File: config.mk
export PLATFORM = sky130hd
export DESIGN_NAME = param_priority_encoder_rr_flat
export DESIGN_NICKNAME = d
export VERILOG_FILES = /design/src/rtl/param_priority_encoder_rr_if.sv /design/src/rtl/param_priority_encoder_rr.sv /design/src/flat_wrapper.sv
export SDC_FILE = /design/constraint.sdc
export NUM_CORES = 1
export LEC_CHECK = 0
export CAP_MARGIN = 5
export CORE_MARGIN = 3
export CORE_UTILIZATION = 30
export CTS_CLUSTER_DIAMETER = 200
export DETAILED_ROUTE_END_ITERATION = 10
export GPL_TIMING_DRIVEN = 0
export SYNTH_ARGS = -nofsm -noshare
export SYNTH_HDL_FRONTEND = slang
export SYNTH_SLANG_ARGS = --single-unit
File: constraint.sdc
create_clock -name clk -period 7.6 [get_ports clk]
set_clock_uncertainty 0.2 [all_clocks]
set_input_delay 1.52 -clock clk [delete_from_list [all_inputs] [get_ports clk]]
set_output_delay 1.52 -clock clk [all_outputs]
set_load 0.005 [all_outputs]
File: src/rtl/param_priority_encoder_rr_if.sv
// Purpose : request/result stream bundle for param_priority_encoder_rr.
// Signals : in_vld/in_rdy/req/mode  - request side (producer -> encoder)
//           out_vld/out_rdy/idx/hit/onehot - result side (encoder -> consumer)
// Modports: master = producer/consumer environment, slave = encoder.
interface param_priority_encoder_rr_if #(
    parameter int unsigned N = 8,
    parameter int unsigned W = (N <= 2) ? 1 : $clog2(N)
);
    logic         in_vld;
    logic         in_rdy;
    logic [N-1:0] req;
    logic         mode;
    logic         out_vld;
    logic         out_rdy;
    logic [W-1:0] idx;
    logic         hit;
    logic [N-1:0] onehot;

    modport master (
        output in_vld, req, mode, out_rdy,
        input  in_rdy, out_vld, idx, hit, onehot
    );

    modport slave (
        input  in_vld, req, mode, out_rdy,
        output in_rdy, out_vld, idx, hit, onehot
    );
endinterface

File: src/rtl/param_priority_encoder_rr.sv
// Purpose : N-input priority encoder with a registered, valid/ready result.
//           mode=0 picks the highest set bit; mode=1 searches upward from a
//           rotating pointer that moves past each round-robin winner.
// Ports   : clk    - clock, all state on posedge
//           rst    - synchronous active-high reset
//           enc_if - slave modport of param_priority_encoder_rr_if
//                    (in_vld/in_rdy/req/mode in, out_vld/out_rdy/idx/hit/onehot out)
module param_priority_encoder_rr #(
    parameter int unsigned N = 8,
    parameter int unsigned W = (N <= 2) ? 1 : $clog2(N)
) (
    input  logic                         clk,
    input  logic                         rst,
    param_priority_encoder_rr_if.slave   enc_if
);

    // Result and pointer registers
    logic         out_vld_q, out_vld_d;
    logic [W-1:0] idx_q,     idx_d;
    logic         hit_q,     hit_d;
    logic [N-1:0] onehot_q,  onehot_d;
    logic [W-1:0] ptr_q,     ptr_d;

    // Candidate winners for both modes
    logic [W-1:0] fix_idx;
    logic         fix_hit;
    logic [W-1:0] rr_idx;
    logic         rr_hit;

    logic         in_rdy_c;
    logic         accept_c;
    logic [W-1:0] win_idx_c;
    logic         win_hit_c;

    // Accept whenever the output register is empty or being drained this cycle
    assign in_rdy_c = !out_vld_q || enc_if.out_rdy;
    assign accept_c = enc_if.in_vld && in_rdy_c;

    // Fixed priority: later (higher) set bits overwrite earlier ones
    always_comb begin
        fix_idx = '0;
        fix_hit = 1'b0;
        for (int unsigned i = 0; i < N; i++) begin
            if (enc_if.req[i]) begin
                fix_idx = W'(i);
                fix_hit = 1'b1;
            end
        end
    end

    // Round robin: scan ptr, ptr+1, ... wrapping at N (explicit, N need not be 2^k)
    always_comb begin
        int unsigned pos;
        rr_idx = '0;
        rr_hit = 1'b0;
        pos    = 0;
        for (int unsigned k = 0; k < N; k++) begin
            pos = 32'(ptr_q) + k;
            if (pos >= N) begin
                pos = pos - N;
            end
            if (!rr_hit && enc_if.req[W'(pos)]) begin
                rr_idx = W'(pos);
                rr_hit = 1'b1;
            end
        end
    end

    assign win_idx_c = enc_if.mode ? rr_idx : fix_idx;
    assign win_hit_c = enc_if.mode ? rr_hit : fix_hit;

    // Next-state: load on accept, drop valid on a pure drain, otherwise hold
    always_comb begin
        out_vld_d = out_vld_q;
        idx_d     = idx_q;
        hit_d     = hit_q;
        onehot_d  = onehot_q;
        ptr_d     = ptr_q;

        if (accept_c) begin
            out_vld_d = 1'b1;
            idx_d     = win_idx_c;
            hit_d     = win_hit_c;
            onehot_d  = win_hit_c ? (N'(1) << win_idx_c) : '0;
            // Only a round-robin hit advances the pointer
            if (enc_if.mode && rr_hit) begin
                if (32'(rr_idx) + 1 >= N) begin
                    ptr_d = '0;
                end else begin
                    ptr_d = W'(32'(rr_idx) + 1);
                end
            end
        end else if (enc_if.out_rdy) begin
            out_vld_d = 1'b0;
        end
    end

    always_ff @(posedge clk) begin
        if (rst) begin
            out_vld_q <= 1'b0;
            idx_q     <= '0;
            hit_q     <= 1'b0;
            onehot_q  <= '0;
            ptr_q     <= '0;
        end else begin
            out_vld_q <= out_vld_d;
            idx_q     <= idx_d;
            hit_q     <= hit_d;
            onehot_q  <= onehot_d;
            ptr_q     <= ptr_d;
        end
    end

    assign enc_if.in_rdy  = in_rdy_c;
    assign enc_if.out_vld = out_vld_q;
    assign enc_if.idx     = idx_q;
    assign enc_if.hit     = hit_q;
    assign enc_if.onehot  = onehot_q;

endmodule

File: src/flat_wrapper.sv
// flat-port wrapper written by rule: the top's interface ports become plain ports
module param_priority_encoder_rr_flat 
#(
    parameter int unsigned N = 8,
    parameter int unsigned W = (N <= 2) ? 1 : $clog2(N)
)
  (clk, rst, enc_if_in_vld, enc_if_req, enc_if_mode, enc_if_out_rdy, enc_if_in_rdy, enc_if_out_vld, enc_if_idx, enc_if_hit, enc_if_onehot);
  param_priority_encoder_rr_if #(.N(N), .W(W)) enc_if_i ();
  input  logic clk;
  input  logic rst;
  input wire logic [$bits(enc_if_i.in_vld)-1:0] enc_if_in_vld;
  input wire logic [$bits(enc_if_i.req)-1:0] enc_if_req;
  input wire logic [$bits(enc_if_i.mode)-1:0] enc_if_mode;
  input wire logic [$bits(enc_if_i.out_rdy)-1:0] enc_if_out_rdy;
  output wire logic [$bits(enc_if_i.in_rdy)-1:0] enc_if_in_rdy;
  output wire logic [$bits(enc_if_i.out_vld)-1:0] enc_if_out_vld;
  output wire logic [$bits(enc_if_i.idx)-1:0] enc_if_idx;
  output wire logic [$bits(enc_if_i.hit)-1:0] enc_if_hit;
  output wire logic [$bits(enc_if_i.onehot)-1:0] enc_if_onehot;
  assign enc_if_i.in_vld = enc_if_in_vld;
  assign enc_if_i.req = enc_if_req;
  assign enc_if_i.mode = enc_if_mode;
  assign enc_if_i.out_rdy = enc_if_out_rdy;
  assign enc_if_in_rdy = enc_if_i.in_rdy;
  assign enc_if_out_vld = enc_if_i.out_vld;
  assign enc_if_idx = enc_if_i.idx;
  assign enc_if_hit = enc_if_i.hit;
  assign enc_if_onehot = enc_if_i.onehot;
  param_priority_encoder_rr #(.N(N), .W(W)) u_core (.clk(clk), .rst(rst), .enc_if(enc_if_i));
endmodule
==> results of run 1 <==
[cell usage in the layout, fill, tap and decap left out, types with 2 or more instances in the layout]
cell type,count
a211oi_1,4
a211oi_2,2
a21o_1,3
a21oi_1,14
a22o_1,2
a31oi_1,2
a32o_1,4
a41oi_1,2
and2_1,4
buf_2,3
buf_4,3
buf_6,3
clkbuf_1,5
clkbuf_2,3
clkbuf_8,4
clkdlybuf4s50_1,19
dfxtp_1,16
ha_1,3
inv_1,9
mux2_2,6
mux2i_1,19
mux4_1,3
mux4_2,8
nand2_1,18
nand2b_1,3
nand3_1,5
nor2_1,11
nor2_2,2
nor3_1,6
o211ai_1,4
o21ai_0,4
o31ai_1,5
or4b_1,2
xnor2_1,2
[cells in the mapped netlist (3+ instances only)]
cell type,instances
mux4_2,8
buf_4,3
mux4_1,3
a21o_1,3
mux2_2,6
nand2b_1,3
clkbuf_1,5
and2_1,4
inv_1,9
buf_2,3
a21oi_1,14
nand2_1,18
o21ai_0,4
nand3_1,5
ha_1,3
o31ai_1,5
nor3_1,6
a211oi_1,4
o211ai_1,4
clkbuf_2,3
a32o_1,4
dfxtp_1,16
mux2i_1,19
buf_6,3
nor2_1,11
[kinds of logic (layout without fill, tap and decap cells)]
kind of cell / Yosys count / after routing / share of synthesized area (%)
muxes: 36 / 36 / 28.9
AOI/OAI and AO/OA: 55 / 55 / 23.5
and+or+nand+nor: 60 / 60 / 17.3
buffers and inverters: 26 / 49 / 7.78
adders and majority gates: 3 / 3 / 2.10
DFF: 16 / 16 / 17.9
xor gates and xnor gates: 4 / 4 / 2.38
[sequential cells by signal, summed over array words and instances, names as in the netlist]
signal                 flops
u_core.enc_if.onehot       8
u_core.enc_if.idx          3
u_core.ptr_q               3
u_core.enc_if.hit          1
u_core.enc_if.out_vld      1
[metal layers]
metal	vias up	GRT usage (%)	wire (um)
li1	817	-	-
met1	774	20.0	2290
met2	36	21.4	2120
met3	2	2.08	142
met4	0	1.78	24
met5	-	0	0
[through the flow]
step | hold WS, ps | setup slack [ps] | utilization (%) | cell area [um2]
after floorplan | 249 | 3400 | - | 1790
after global placement | 246 | 2680 | 36.6 | 2070
after detailed placement | 252 | 2650 | 36.6 | 2070
after CTS | 262 | 2900 | 37.6 | 2120
after global routing | 299 | 2670 | 37.6 | 2120
final | 257 | 2850 | 37.6 | 2120
[cell type report]
type | count | area (um2) | share of cell area (%)
plain buffers | 17 | 105 | 4.96
clock buffers | 4 | 55.1 | 2.60
inverters | 9 | 33.8 | 1.59
multi-input cells | 158 | 1330 | 62.5
flip-flops and latches | 16 | 320 | 15.1
well taps | 72 | 90.1 | 4.25
repair buffers | 19 | 190 | 8.97
[worst register-to-register path: stages, from the launching register on]
cell and delay (ps):
dfxtp_1 350, buf_6 150, buf_4 200, inv_1 150, ha_1 320, buf_6 140, mux4_1 550, mux2i_1 170
nand3_1 240, a2111oi_4 560, a21oi_1 130, ha_1 230, or4b_1 520, o21ai_1 130
[how the worst max path moves through the flow]
stage                              from               to  slack, ps  depth (start not counted)
final                     enc_if_req[1]  u_core.ptr_q[2]       2850                         11
after detailed placement  enc_if_req[1]  u_core.ptr_q[2]       2650                         11
after floorplan           enc_if_req[3]  u_core.ptr_q[2]       3400                         11
after global routing      enc_if_req[1]  u_core.ptr_q[2]       2670                         11
after CTS                 enc_if_req[1]  u_core.ptr_q[2]       2900                         11
after global placement    enc_if_req[1]  u_core.ptr_q[2]       2680                         11
[power groups by stage]
stage	logic [mW]	clock network [mW]	registers (mW)
2_1_floorplan	0.183	0	0.0968
5_1_grt	0.264	0.0808	0.0960
4_1_cts	0.238	0.0761	0.0952
3_5_place_dp	0.236	0	0.0971
6_report	0.239	0.0740	0.0950
3_3_place_gp	0.236	0	0.0967
==> out/qor.txt, run 1 <==
Final setup violation count - 0
Hold Crit Start - u_core.enc_if.onehot[5]
Via density - 5.52
Sw frac - 39.9%
Largest net degree at the start of global routing - 11
Minimum clock period - 4750 ps
Post-CTS Setup Bufs - 0
Clk root buf - clkbuf_8
MaxCap Viol Count - 0
Vias in the first global route - 1559
CTS tree - yes
Slew Viols, Final - 0
Worst slew margin - 48.3%
Syn Area/Cell - 8.93 um2
HP Class - reg -> reg
Share of flip-flops with an asynchronous set or reset - 0%
Resized Gates After CTS - 0
Post-synth top area cell - dfxtp_1
RSZ-0062 raised after global routing - false
Starting Density - 31.6%
Top Family by Delay on Critical Path - multiplexers
Area Overhead vs Synth - 18.8%
Register area share after synthesis - 17.9%
FP Rows - 27
Post-synth EDFFs - 0
Clock share of power - 18.1%
WP data required - 7580 ps
Vias after detailed routing - 1629
GPL Wtd Cong - 0.833
Worst path max stage delay - 630 ps
Fillers - 579
Cell variety after synth - 52
Buf+Inv Stages, Crit Path - 2
Hold-critical path depth - 2
Yosys warns - 0
CTS H-tree depth - 1
Synthesized instance count - 200
Layout cell share with drive strength beyond 1 - 17.9%
Comb pwr share - 58.6%
Initial antenna violation count - 0
Routed len/inst - 15.5 um
Worst-skew pair later-pin latency - 250 ps
R2r worst-path depth - 13
Crit-path slowest cell - mux4_2
Setup CP Type - in -> reg
Maximum root-to-sink buffer count - 2
Core footprint - 5640 um2
Largest cells by area after synthesis - dfxtp_1 18%, mux2i_1 11%, mux4_2 10%
Final Net Count - 240
Post-Layout Cell Count - 295
Worst slew pin tran - 771 ps
Final Hold Vio Count - 0
Reg2Reg Setup Slack - 3500 ps
Dpl hpwl - 3590 um
Antenna Cells - 0
Setup TNS - 0 ps
Antenna viol nets, final - 0
Total CTS buffers - 3
Startpoint Class - input pin
Fin crit share - 62.6%
Post-cts hold buffer count - 0
Clock Sinks - 16
CP Max Fanout - 8
Yosys top cell area share - 17.9%
Hold path endpoint - u_core.enc_if.onehot[5]
Fmax - 210 MHz
Clock slew at reported path FFs - 60 ps
Overall power - 0.408 mW
Drt first pass iters - 4
Total Routing Usage GR - 13.6%
Inst Count DP - 291
Sequential power share - 23.3%
Internal power - 0.245 mW
Outcome - finished, final reports clean
Gr ovfl total - 0
Full die area - 6910 um2
DIE HEIGHT - 83.1 um
PwrDens - 192 nW/um2
Reg2reg start - u_core.ptr_q[1]
CP Data Arrival Time - 4740 ps
Synth Flop Type - dfxtp_1
Critical Path, Cell by Cell - clkdlybuf4s50_1 > mux4_2 > mux2i_1 > nand2_1 > a21oi_1 > a21o_1 > a22o_1 > inv_1 > ha_1 > or4b_1 > o21ai_1
Floorplan die width - 83.1 um
Routed WL - 4580 um
Worst R2R End - u_core.ptr_q[2]
Maximum VDD drop - 0.0689 mV
DRT iter0 DRCs - 107
P_sw - 0.163 mW
Synthesized Nets - 216
Syn Std Cell Area - 1790 um2
First-pass GRT wire length - 7920 um
P_leak - 0.786 nW
Critical Path Sink Type - flip-flop
Residual DRC - 0
Input/output buffers - 19
Synth Register Bits - 16
I/O pins - 27
Note: power is estimated with default switching activity, not from simulation.
==> run 2, diff against run 1 <==
Clock period 7.6 ns to 4.3 ns, I/O delays scaled along.
==> out/qor.txt, run 2 (same netlist as run 1, synthesis figures left out) <==
Most frequent cells in the layout - 19 x clkdlybuf4s50_1, 17 x nand2_1, 16 x mux2i_1, 16 x dfxtp_1, 14 x a21oi_1
WP data required - 4280 ps (-3300 ps)
Hold-critical path depth - 2 (unchanged)
Antenna viol nets, final - 0 (unchanged)
Hold Crit Start - u_core.enc_if.onehot[5]
Residual DRC - 0 (unchanged)
Fin crit share - 93.8%
Largest net degree at the start of global routing - 11 (unchanged)
Top Family by Delay on Critical Path - buffers and inverters
Final Hold Vio Count - 0 (unchanged)
Input/output buffers - 19 (unchanged)
Critical Path Sink Type - flip-flop
GPL Wtd Cong - 0.833 (unchanged)
Total Routing Usage GR - 13.6% (unchanged)
Clock slew at reported path FFs - 60 ps (about the same)
Hold_ws - 257 ps (-0.00900 ps)
Final Net Count - 241 (+0.42%)
Critical Path, Cell by Cell - buf_6 > buf_4 > inv_1 > ha_1 > buf_6 > buf_4 > mux4_2 > mux2_2 > o221a_2 > a21oi_1 > nor3_1 > a21oi_1 > a21oi_1 > ha_1 > or4b_1 > o21ai_1
Worst path max stage delay - 520 ps (-110 ps)
Slew Viols, Final - 0 (unchanged)
Final setup violation count - 0 (unchanged)
Floorplan die width - 83.1 um (unchanged)
Initial antenna violation count - 0 (unchanged)
Maximum VDD drop - 0.122 mV (+77%)
Drt first pass iters - 4 (unchanged)
CP Data Arrival Time - 4020 ps (-720 ps)
Reg2reg start - u_core.ptr_q[1]
Largest register FFs - 8 (unchanged)
Minimum clock period - 4030 ps
CTS tree - yes
Buf+Inv Stages, Crit Path - 5 (+3)
Commonest non-fill, non-tap cell in the layout - clkdlybuf4s50_1
Worst-skew pair later-pin latency - 250 ps (about the same)
I/O pins - 27 (unchanged)
CP Max Fanout - 10 (+2)
Full die area - 6910 um2 (unchanged)
Routed len/inst - 15.8 um (+1.4%)
PwrDens - 341 nW/um2 (+77%)
Clk root buf - clkbuf_8
Area Overhead vs Synth - 20.0%
Vias after detailed routing - 1643 (+0.86%)
First-pass GRT wire length - 7920 um (unchanged)
Setup CP Type - reg -> reg
Starting Density - 31.6% (unchanged)
MaxCap Viol Count - 0 (unchanged)
Startpoint Class - flip-flop
Hold path endpoint - u_core.enc_if.onehot[5]
Worst slew pin tran - 790 ps (+19.3 ps)
Maximum root-to-sink buffer count - 2 (unchanged)
Total CTS buffers - 3 (unchanged)
Layout cell share with drive strength beyond 1 - 20.1% (+2.2 points)
Setup TNS - 0 ps (unchanged)
Clock Sinks - 16 (unchanged)
Overall power - 0.731 mW (+79%)
Reg2Reg Setup Slack - 270 ps (-3230 ps)
CTS H-tree depth - 1 (unchanged)
Routed WL - 4660 um (+1.8%)
Worst R2R End - u_core.ptr_q[2]
Gr ovfl total - 0 (unchanged)
FP Rows - 27 (unchanged)
Antenna Cells - 0 (unchanged)
Vias in the first global route - 1559 (unchanged)
RSZ-0062 raised after global routing - false
HP Class - reg -> reg
Most Frequent Cell on Critical Path - a21oi_1
Via density - 5.55 (+0.52%)
Core footprint - 5640 um2 (unchanged)
P_leak - 0.788 nW (+0.19%)
R2r worst-path depth - 16 (+3)
DRT iter0 DRCs - 119 (+11%)
DIE HEIGHT - 83.1 um (unchanged)
Dpl hpwl - 3590 um (unchanged)
Crit-path slowest cell - or4b_1
Outcome - finished, final reports clean
Worst slew margin - 47.0% (-1.3 points)
Fmax - 248 MHz
[run 2: cell count changes in the layout (fill, tap and decap cells not counted), sizes merged]
cell | before | now
buf | 9 | 10
[run 2: worst reg2reg max path: stages (launching register included)]
cell,delay [ps]
dfxtp_1,350
buf_6,150
buf_4,200
inv_1,160
ha_1,320
buf_6,140
buf_4,200
mux4_2,360
mux2_2,320
o221a_2,270
a21oi_1,110
nor3_1,90
a21oi_1,160
a21oi_1,60
ha_1,220
or4b_1,520
o21ai_1,130
[run 2: repair_timing]
| item | 4_1_cts | 5_1_grt |
|---|---|---|
| hold buffers | 0 | 0 |
| setup endpoints to repair | 0 | 1 |
| gates resized for setup | 0 | 4 |
| buffers inserted | 0 | 1 |
[run 2: layout make-up]
cell class | count | area, um2
buffer | 17 | 105
clock buffer | 4 | 55.1
fill | 577 | 3500
inverter | 9 | 33.8
multi-input combinational | 158 | 1340
sequential | 16 | 320
tap | 72 | 90.1
timing repair buffer | 20 | 198
[run 2: layer usage]
layer	track usage, %	wire length [um]	vias up
li1	-	-	821
met1	20.0	2350	794
met2	21.4	2140	26
met3	2.08	142	2
met4	1.78	24	0
met5	0	0	-
[run 2: worst max-delay path by stage]
| stage | endpoint | slack [ps] | from | depth (start not counted) |
|---|---|---|---|---|
| finish | u_core.ptr_q[2] | 270 | u_core.ptr_q[1] | 16 |
| global route | u_core.ptr_q[2] | 20 | u_core.ptr_q[1] | 15 |
| CTS | u_core.ptr_q[2] | 210 | u_core.ptr_q[1] | 13 |
| detailed placement | u_core.ptr_q[2] | 10 | enc_if_req[1] | 11 |
| global placement | u_core.ptr_q[2] | 40 | enc_if_req[1] | 11 |
| floorplan | u_core.ptr_q[2] | 610 | u_core.ptr_q[1] | 12 |
[run 2: metrics by stage]
step | utilization, % | cell area (um2) | setup WS (ps) | std cells
after detailed placement | 36.6 | 2070 | 13.4 | 291
after global placement | 36.6 | 2070 | 42.8 | 291
after CTS | 37.6 | 2120 | 211 | 295
final | 38.0 | 2140 | 265 | 296
after global routing | 38.0 | 2140 | 21.0 | 296
after floorplan | - | 1790 | 614 | 200
[run 2: where the power goes]
group	switching (mW)	total [mW]	leakage [nW]	internal (mW)
Combinational	0.236	0.432	0.628	0.196
Sequential	0.00677	0.168	0.131	0.161
Clock	0.0494	0.131	0.0288	0.0811
